**config.mk**
```make
export PLATFORM = sky130hd
export DESIGN_NAME = pulse_trig_seq
export DESIGN_NICKNAME = d
export VERILOG_FILES = /design/src/rtl/pulse_trig_seq_pkg.sv /design/src/rtl/seq_down_cnt.sv /design/src/rtl/pulse_trig_seq.sv
export SDC_FILE = /design/constraint.sdc
export NUM_CORES = 1
export LEC_CHECK = 0
export ABC_AREA = 1
export CORE_UTILIZATION = 54
export DETAILED_ROUTE_END_ITERATION = 12
export PLACE_DENSITY_LB_ADDON = 0.3
export SETUP_SLACK_MARGIN = 0.2
export SYNTH_ARGS = -nofsm -noshare
export SYNTH_HDL_FRONTEND = slang
export SYNTH_HIERARCHICAL = 1
export SYNTH_SLANG_ARGS = --single-unit
```
**constraint.sdc**
```tcl
create_clock -name clk -period 3.6 [get_ports clk]
set_input_delay 1.08 -clock clk [delete_from_list [all_inputs] [get_ports clk]]
set_output_delay 1.08 -clock clk [all_outputs]
set_load 0.01 [all_outputs]
```
**src/rtl/pulse_trig_seq_pkg.sv**
```systemverilog
// Shared types and constants for the pulse_gen trigger sequencer.
package pulse_trig_seq_pkg;

  localparam int unsigned INTERVAL_W = 6;
  localparam int unsigned MIN_PERIOD = 2;

  typedef enum logic [1:0] {
    ST_IDLE  = 2'd0,
    ST_DELAY = 2'd1,
    ST_FIRE  = 2'd2,
    ST_GAP   = 2'd3
  } state_e;

endpackage

```
**src/rtl/seq_down_cnt.sv**
```systemverilog
// Loadable down-counter with a zero flag; shared by the DELAY and GAP phases.
module seq_down_cnt #(
  parameter int unsigned W = 16
) (
  input  logic         clk,
  input  logic         rst,
  input  logic         load,
  input  logic         dec,
  input  logic [W-1:0] load_val,
  output logic         zero_c
);

  logic [W-1:0] cnt_q;
  logic [W-1:0] cnt_d;

  always_comb begin
    cnt_d = cnt_q;
    if (load) begin
      cnt_d = load_val;
    end else if (dec && (cnt_q != '0)) begin
      cnt_d = cnt_q - W'(1);
    end
  end

  always_ff @(posedge clk) begin
    if (rst) begin
      cnt_q <= '0;
    end else begin
      cnt_q <= cnt_d;
    end
  end

  assign zero_c = (cnt_q == '0);

endmodule

```
**src/rtl/pulse_trig_seq.sv**
```systemverilog
// Burst trigger sequencer: start delay, clamped trig period, burst count, abort.
module pulse_trig_seq
  import pulse_trig_seq_pkg::*;
#(
  parameter int unsigned PERIOD_W = 16,
  parameter int unsigned COUNT_W  = 8
) (
  input  logic                  clk,
  input  logic                  rst,
  input  logic                  start,
  input  logic                  abort,
  input  logic [PERIOD_W-1:0]   cfg_delay,
  input  logic [PERIOD_W-1:0]   cfg_period,
  input  logic [COUNT_W-1:0]    cfg_count,
  input  logic [INTERVAL_W-1:0] cfg_interval,
  output logic                  trig,
  output logic [INTERVAL_W-1:0] interval,
  output logic                  busy,
  output logic                  done,
  output logic [COUNT_W-1:0]    fired_cnt
);

  state_e                state_q, state_d;
  logic                  trig_q, trig_d;
  logic                  busy_q, busy_d;
  logic                  done_q, done_d;
  logic [COUNT_W-1:0]    fired_cnt_q, fired_cnt_d;
  logic [INTERVAL_W-1:0] interval_q, interval_d;
  logic [PERIOD_W-1:0]   period_s_q, period_s_d;
  logic [COUNT_W-1:0]    count_s_q, count_s_d;

  logic                  cnt_load;
  logic                  cnt_dec;
  logic [PERIOD_W-1:0]   cnt_load_val;
  logic                  cnt_zero_c;
  logic [COUNT_W-1:0]    fired_inc_c;

  assign fired_inc_c = fired_cnt_q + COUNT_W'(1);

  seq_down_cnt #(.W(PERIOD_W)) u_cnt (
    .clk      (clk),
    .rst      (rst),
    .load     (cnt_load),
    .dec      (cnt_dec),
    .load_val (cnt_load_val),
    .zero_c   (cnt_zero_c)
  );

  // Next state; outputs are derived from the next state so they line up with it.
  always_comb begin
    state_d      = state_q;
    done_d       = 1'b0;
    fired_cnt_d  = fired_cnt_q;
    interval_d   = interval_q;
    period_s_d   = period_s_q;
    count_s_d    = count_s_q;
    cnt_load     = 1'b0;
    cnt_dec      = 1'b0;
    cnt_load_val = '0;

    case (state_q)
      ST_IDLE: begin
        if (start && !abort) begin
          period_s_d  = (cfg_period < PERIOD_W'(MIN_PERIOD)) ? PERIOD_W'(MIN_PERIOD) : cfg_period;
          count_s_d   = cfg_count;
          interval_d  = cfg_interval;
          fired_cnt_d = '0;
          if (cfg_count == '0) begin
            done_d = 1'b1;
          end else if (cfg_delay == '0) begin
            state_d = ST_FIRE;
          end else begin
            state_d      = ST_DELAY;
            cnt_load     = 1'b1;
            cnt_load_val = cfg_delay - PERIOD_W'(1);
          end
        end
      end
      ST_DELAY, ST_GAP: begin
        if (abort) begin
          state_d = ST_IDLE;
        end else if (cnt_zero_c) begin
          state_d = ST_FIRE;
        end else begin
          cnt_dec = 1'b1;
        end
      end
      ST_FIRE: begin
        // The strobe in this cycle counts even when aborted.
        fired_cnt_d = fired_inc_c;
        if (abort) begin
          state_d = ST_IDLE;
        end else if (fired_inc_c == count_s_q) begin
          state_d = ST_IDLE;
          done_d  = 1'b1;
        end else begin
          state_d      = ST_GAP;
          cnt_load     = 1'b1;
          cnt_load_val = period_s_q - PERIOD_W'(MIN_PERIOD);
        end
      end
      default: state_d = ST_IDLE;
    endcase

    trig_d = (state_d == ST_FIRE);
    busy_d = (state_d != ST_IDLE);
  end

  always_ff @(posedge clk) begin
    if (rst) begin
      state_q     <= ST_IDLE;
      trig_q      <= 1'b0;
      busy_q      <= 1'b0;
      done_q      <= 1'b0;
      fired_cnt_q <= '0;
      interval_q  <= '0;
      period_s_q  <= PERIOD_W'(MIN_PERIOD);
      count_s_q   <= '0;
    end else begin
      state_q     <= state_d;
      trig_q      <= trig_d;
      busy_q      <= busy_d;
      done_q      <= done_d;
      fired_cnt_q <= fired_cnt_d;
      interval_q  <= interval_d;
      period_s_q  <= period_s_d;
      count_s_q   <= count_s_d;
    end
  end

  assign trig      = trig_q;
  assign interval  = interval_q;
  assign busy      = busy_q;
  assign done      = done_q;
  assign fired_cnt = fired_cnt_q;

endmodule

```
; ---- After elaboration in Yosys (flattened, before gate mapping)
; Index checks and enable logic that the tools add are counted.
[word_totals]
memories = 0
ram_bits = 0
mem_bits_ro = 0
out_inout_bits = 17
input_bits = 50
ff_bits = 59
latchBits = 0
[op_classes]
multipliers = 0
n_addsub = 4
n_div = 0
shifts = 0
n_reduce_logical = 14
eq_ne = 6
bitwise = 0
n_mux = 33
order_cmp = 1
[ops]
columns = operator, n
row1 = $mux W16, 8
row2 = $logic_not A16 Y1, 2
row3 = $pmux W16 S2, 1
row4 = $sub A16 B1 Y16 const B, 2
row5 = $lt A16 B2 Y1 const B, 1
row6 = $pmux W8 S2, 1
row7 = $reduce_bool A16 Y1, 1
row8 = $sub A16 B2 Y16 const B, 1
row9 = $mux W2, 7
row10 = $mux W1, 12
row11 = $add A8 B1 Y8 const B, 1
row12 = $eq A8 B8 Y1, 1
row13 = $logic_not A8 Y1, 1
row14 = $mux W8, 1
row15 = $eq A2 B2 Y1 const B, 3
row16 = $pmux W2 S3, 1
row17 = $reduce_bool A2 Y1, 3
row18 = $pmux W1 S2, 2
row19 = $reduce_and A2 Y1, 2
row20 = $eq A2 B1 Y1 const B, 1
row21 = $logic_and A1 B1 Y1, 2
row22 = $logic_not A2 Y1, 1
row23 = $ne A2 B2 Y1 const B, 1
row24 = $reduce_or A2 Y1, 1
row25 = $logic_not A1 Y1, 1

; ---- Logic depth before layout (Yosys ltp)
[logic_depth]
word_depth = 7
mapped_depth = 19
depth_no_buf = 18

; ---- Modules after synthesis
; Netlist, hierarchy kept.
[by_module_without_submodules]
columns = mod, n_inst, cells_per_inst, area_per_inst_um2
row1 = pulse_trig_seq, 1, 397, 2733.9
row2 = seq_down_cnt, 1, 212, 1194.9

; ---- Worst setup path after synthesis
; Ideal clock, no wire load.
[synth_path]
path_kind = input port to flip-flop
from = in cfg_delay[0]
to = reg u_cnt.cnt_q[13]
cell_stages = 13
required_ns = 3.484
arrival_time_ns = 2.795
setup_time_ns = 0.116
setup_slack_ns = 0.689
cell_sequence = inv_1 -> ha_1 -> nand3_1 -> inv_1 -> nand4_1 -> nand2_2 -> buf_4 -> nand2_1 -> inv_1 -> buf_2 -> or2_2 -> nand2_1 -> a21oi_1
[synth_between]
elab_chain_len = 6
word_cells_on_any_way = 12
cone_classes = 1 x add/sub / 9 x mux / 2 x reduce/logical
[synth_lines]
columns = element, line
row1 = start: declaration, pulse_trig_seq.sv:12  ; input logic [PERIOD_W-1:0] cfg_delay,
row2 = $logic_not A16 Y1 *, pulse_trig_seq.sv:70  ; end else if (cfg_delay == '0) begin
row3 = $mux W1 *, pulse_trig_seq.sv:70
row4 = $mux W1 *, pulse_trig_seq.sv:68  ; if (cfg_count == '0) begin
row5 = $mux W1 *, pulse_trig_seq.sv:63  ; if (start && !abort) begin
row6 = $pmux W1 S2 *, pulse_trig_seq.sv:61  ; case (state_q)
row7 = via cnt_load, pulse_trig_seq.sv:32  ; logic cnt_load;
row8 = $mux W16 or $reduce_bool A2 Y1 (tied branches), -
row9 = end signal: assignment, seq_down_cnt.sv:29  ; cnt_q <= cnt_d;
row10 = end: declaration, seq_down_cnt.sv:13  ; logic [W-1:0] cnt_q;
; Mark *: on every way through the listed nets, which the timed path passes. The rest lies on a longest branch.
; A chain may end at the register's enable or synchronous reset.

; ---- Worst setup path in the final report
[layout_path]
from = in cfg_delay[0]
to = reg u_cnt.cnt_q[8]
; Same word-level chain as after synthesis.

==> flow_summary.toml <==
[routing]
wl_per_cell_um = 13.22
drt_pass1_iterations = 5
viasPerCell = 5.239
first_iter_violations = 223
drcViolationCount = 0
wl_um = 10270
ant_nets = 0
vias = 4071

[floorplan]
die_x_um = 87.30
dieArea_sq_um = 7620
fp.dieH_um = 87.30
num_io_pins = 67
rows = 30
initial_core_util = 0.5688
core_sq_um = 6907

[sta]
holdWs_ns = 0.4721
fin_skew_ns = 0.01073
fin_crit_sh = 0.8694
finalMaxSlewViolations = 0
rsz0062_at_grt = "no"
tightest_slew_ns = 0.5770
period_needed_ns = 3.130
max_freq_mhz = 319.5
finalSetupViolCount = 0
layout_setup_ws_ns = 0.4702
finalHoldViolCount = 0
slew_headroom = 0.6149
tns_ns = 0

[synthesis]
synth_commonest_cells = "nand2_1 (136), nor2_1 (125), dfxtp_1 (59)"
synth_top_area_frac = 0.3006
ys_seq_area_frac = 0.3006
ys_ff_latch = 59
synth_edf_count = 0
yosys.area.top_type = "dfxtp_1"
synthArstFlopShare = 0
postSynthCellCount = 609
synth_flop_cell = "dfxtp_1"
synth_area_sq_um = 3929
synth_area_per_cell_sq_um = 6.451
yosysMostFrequentCell = "nand2_1"
synthTopCellsByArea = "dfxtp_1 (30%), nand2_1 (13%), nor2_1 (12%), inv_1 (5.0%), nand3_1 (4.8%)"
synth_fp_nets = 663
synth_cell_types = 38
yosys_warnings = 6

[layout]
diodes = 0
area_growth_pct = 23.82
regArea_sq_um = 1181
nFillCells = 612
utilization = 0.7043
fin_area_sq_um = 4865
fin_cells = 777
drive_gt1_frac = 0.1175
fin_nets = 731
multi_input_area_sq_um = 2439

[clocking]
cts_resized = 0
numCtsBuffers = 9
clkLatencyLatePin_ns = 0.33
postCtsHoldBufs = 0
htreeDepth = 3
clockRootBuffer = "clkbuf_8"
cts_buffer_depth = 2
cts.sinks = 59
cts_tree = "done"
cts.clk_slew.worst_paths_ns = 0.07
postCtsSetupBuffers = 0

[global_routing]
grtUsageTotal = 0.2831
grt_pass1_wl_um = 16730
grt_antenna_before_repair = 0
grt_pass1_vias = 3802
grt_max_degree = 38
overflow = 0

[worst_setup_path]
path_class = "input pin to flip-flop"
crit_fanout = 10
crit_arrival_ns = 3.34
start_kind = "input pin"
cp.required_ns = 3.81
critPathCaptureType = "flip-flop"

[power_and_ir_drop]
p_comb_frac = 0.253
clock_power_share = 0.335
seq_power_share = 0.412
power_mw = 1.779
power-per-cell-area_nw_per_um2 = 365.8
power.switching_mw = 0.5442
sw_frac_of_total = 0.3058
power.leakage_nw = 2.024
ir_drop_uv = 249.9
p_int_mw = 1.235

[placed_design]
dp_hpwl_um = 7948
port_buffers = 66
place_area_sq_um = 4671
gp_congestion = 0.9386
place_ws_ns = 0.1916
place_inst = 762

[outcome]
status = "finished clean"

[job]
maxCapViolCount = 0

[min_path]
hold_path_class = "flip-flop to flip-flop"
[layer usage]
layer | GRT usage | wire length [um] | vias to the layer above
met5 | 0 | 0 | -
met4 | 0.08942 | 160 | 0
met3 | 0.04929 | 472 | 16
met2 | 0.4957 | 5051 | 108
met1 | 0.3516 | 4591 | 1857
li1 | - | - | 2090
[cell type report]
| type | count | area share |
|---|---|---|
| inverter | 58 | 0.04475 |
| multi-input combinational | 476 | 0.5013 |
| clock inverter | 2 | 0.007202 |
| tap | 96 | 0.02469 |
| timing repair buffer | 73 | 0.1466 |
| sequential | 59 | 0.2428 |
| clock buffer | 13 | 0.03266 |
[power groups by stage]
stage	logic (mW)	clock network (mW)	registers, mW
after global routing	0.503	0.625	0.738
after CTS	0.449	0.605	0.732
after detailed placement	0.445	0	0.746
after floorplan	0.298	0	0.740
after global placement	0.434	0	0.744
final	0.450	0.597	0.733
[final timing paths]
path           startpoint        endpoint  slack (ns)  cells past startpoint
min reg2reg  count_s_q[4]    count_s_q[4]        0.47                      2
max          cfg_delay[0]  u_cnt/cnt_q[8]        0.47                     12
min          count_s_q[4]    count_s_q[4]        0.47                      2
max reg2reg  fired_cnt[0]  u_cnt/cnt_q[8]        0.76                     14
[cells in the final DEF, fill, tap and decap left out, drive strengths merged]
master | netlist | layout
a211oi | 3 | 3
a21oi | 29 | 29
and2 | 1 | 1
buf | 8 | 7
bufinv | 0 | 1
clkbuf | 8 | 13
clkdlybuf4s50 | 0 | 66
clkinv | 0 | 1
dfxtp | 59 | 59
ha | 4 | 4
inv | 58 | 58
nand2 | 148 | 148
nand3 | 42 | 42
nand3b | 1 | 1
nand4 | 4 | 4
nor2 | 147 | 147
nor3 | 4 | 4
nor4 | 7 | 7
o21ai | 39 | 39
o21bai | 1 | 1
o22ai | 13 | 13
or2 | 5 | 5
xnor2 | 12 | 12
xor2 | 16 | 16
[kinds of logic (layout without fill, tap and decap cells)]
family / Yosys count / in the layout / synth area share
and+or+nand+nor: 359 / 359 / 0.4143
AOI/OAI and AO/OA: 85 / 85 / 0.1312
buffers and inverters: 74 / 146 / 0.07866
adders and majority gates: 4 / 4 / 0.01274
xor gates and xnor gates: 28 / 28 / 0.06242
DFF: 59 / 59 / 0.3006
[worst max-delay path: stages]
cell and delay (ns):
clkdlybuf4s50_1 0.45, inv_1 0.10, ha_1 0.22, nand3_1 0.15
inv_1 0.12, nand4_1 0.13, nand2_2 0.10, nand2_1 0.13
inv_1 0.25, nand3_2 0.26, o21ai_0 0.28, nor2_1 0.07
[flip-flops by register name (all words and copies together), names as in the netlist]
signal / flops
done: 1
busy: 1
interval: 6
u_cnt/cnt_q: 16
period_s_q: 16
trig: 1
state_q: 2
fired_cnt: 8
count_s_q: 8
No activity file was read; power rests on OpenSTA's default activity.
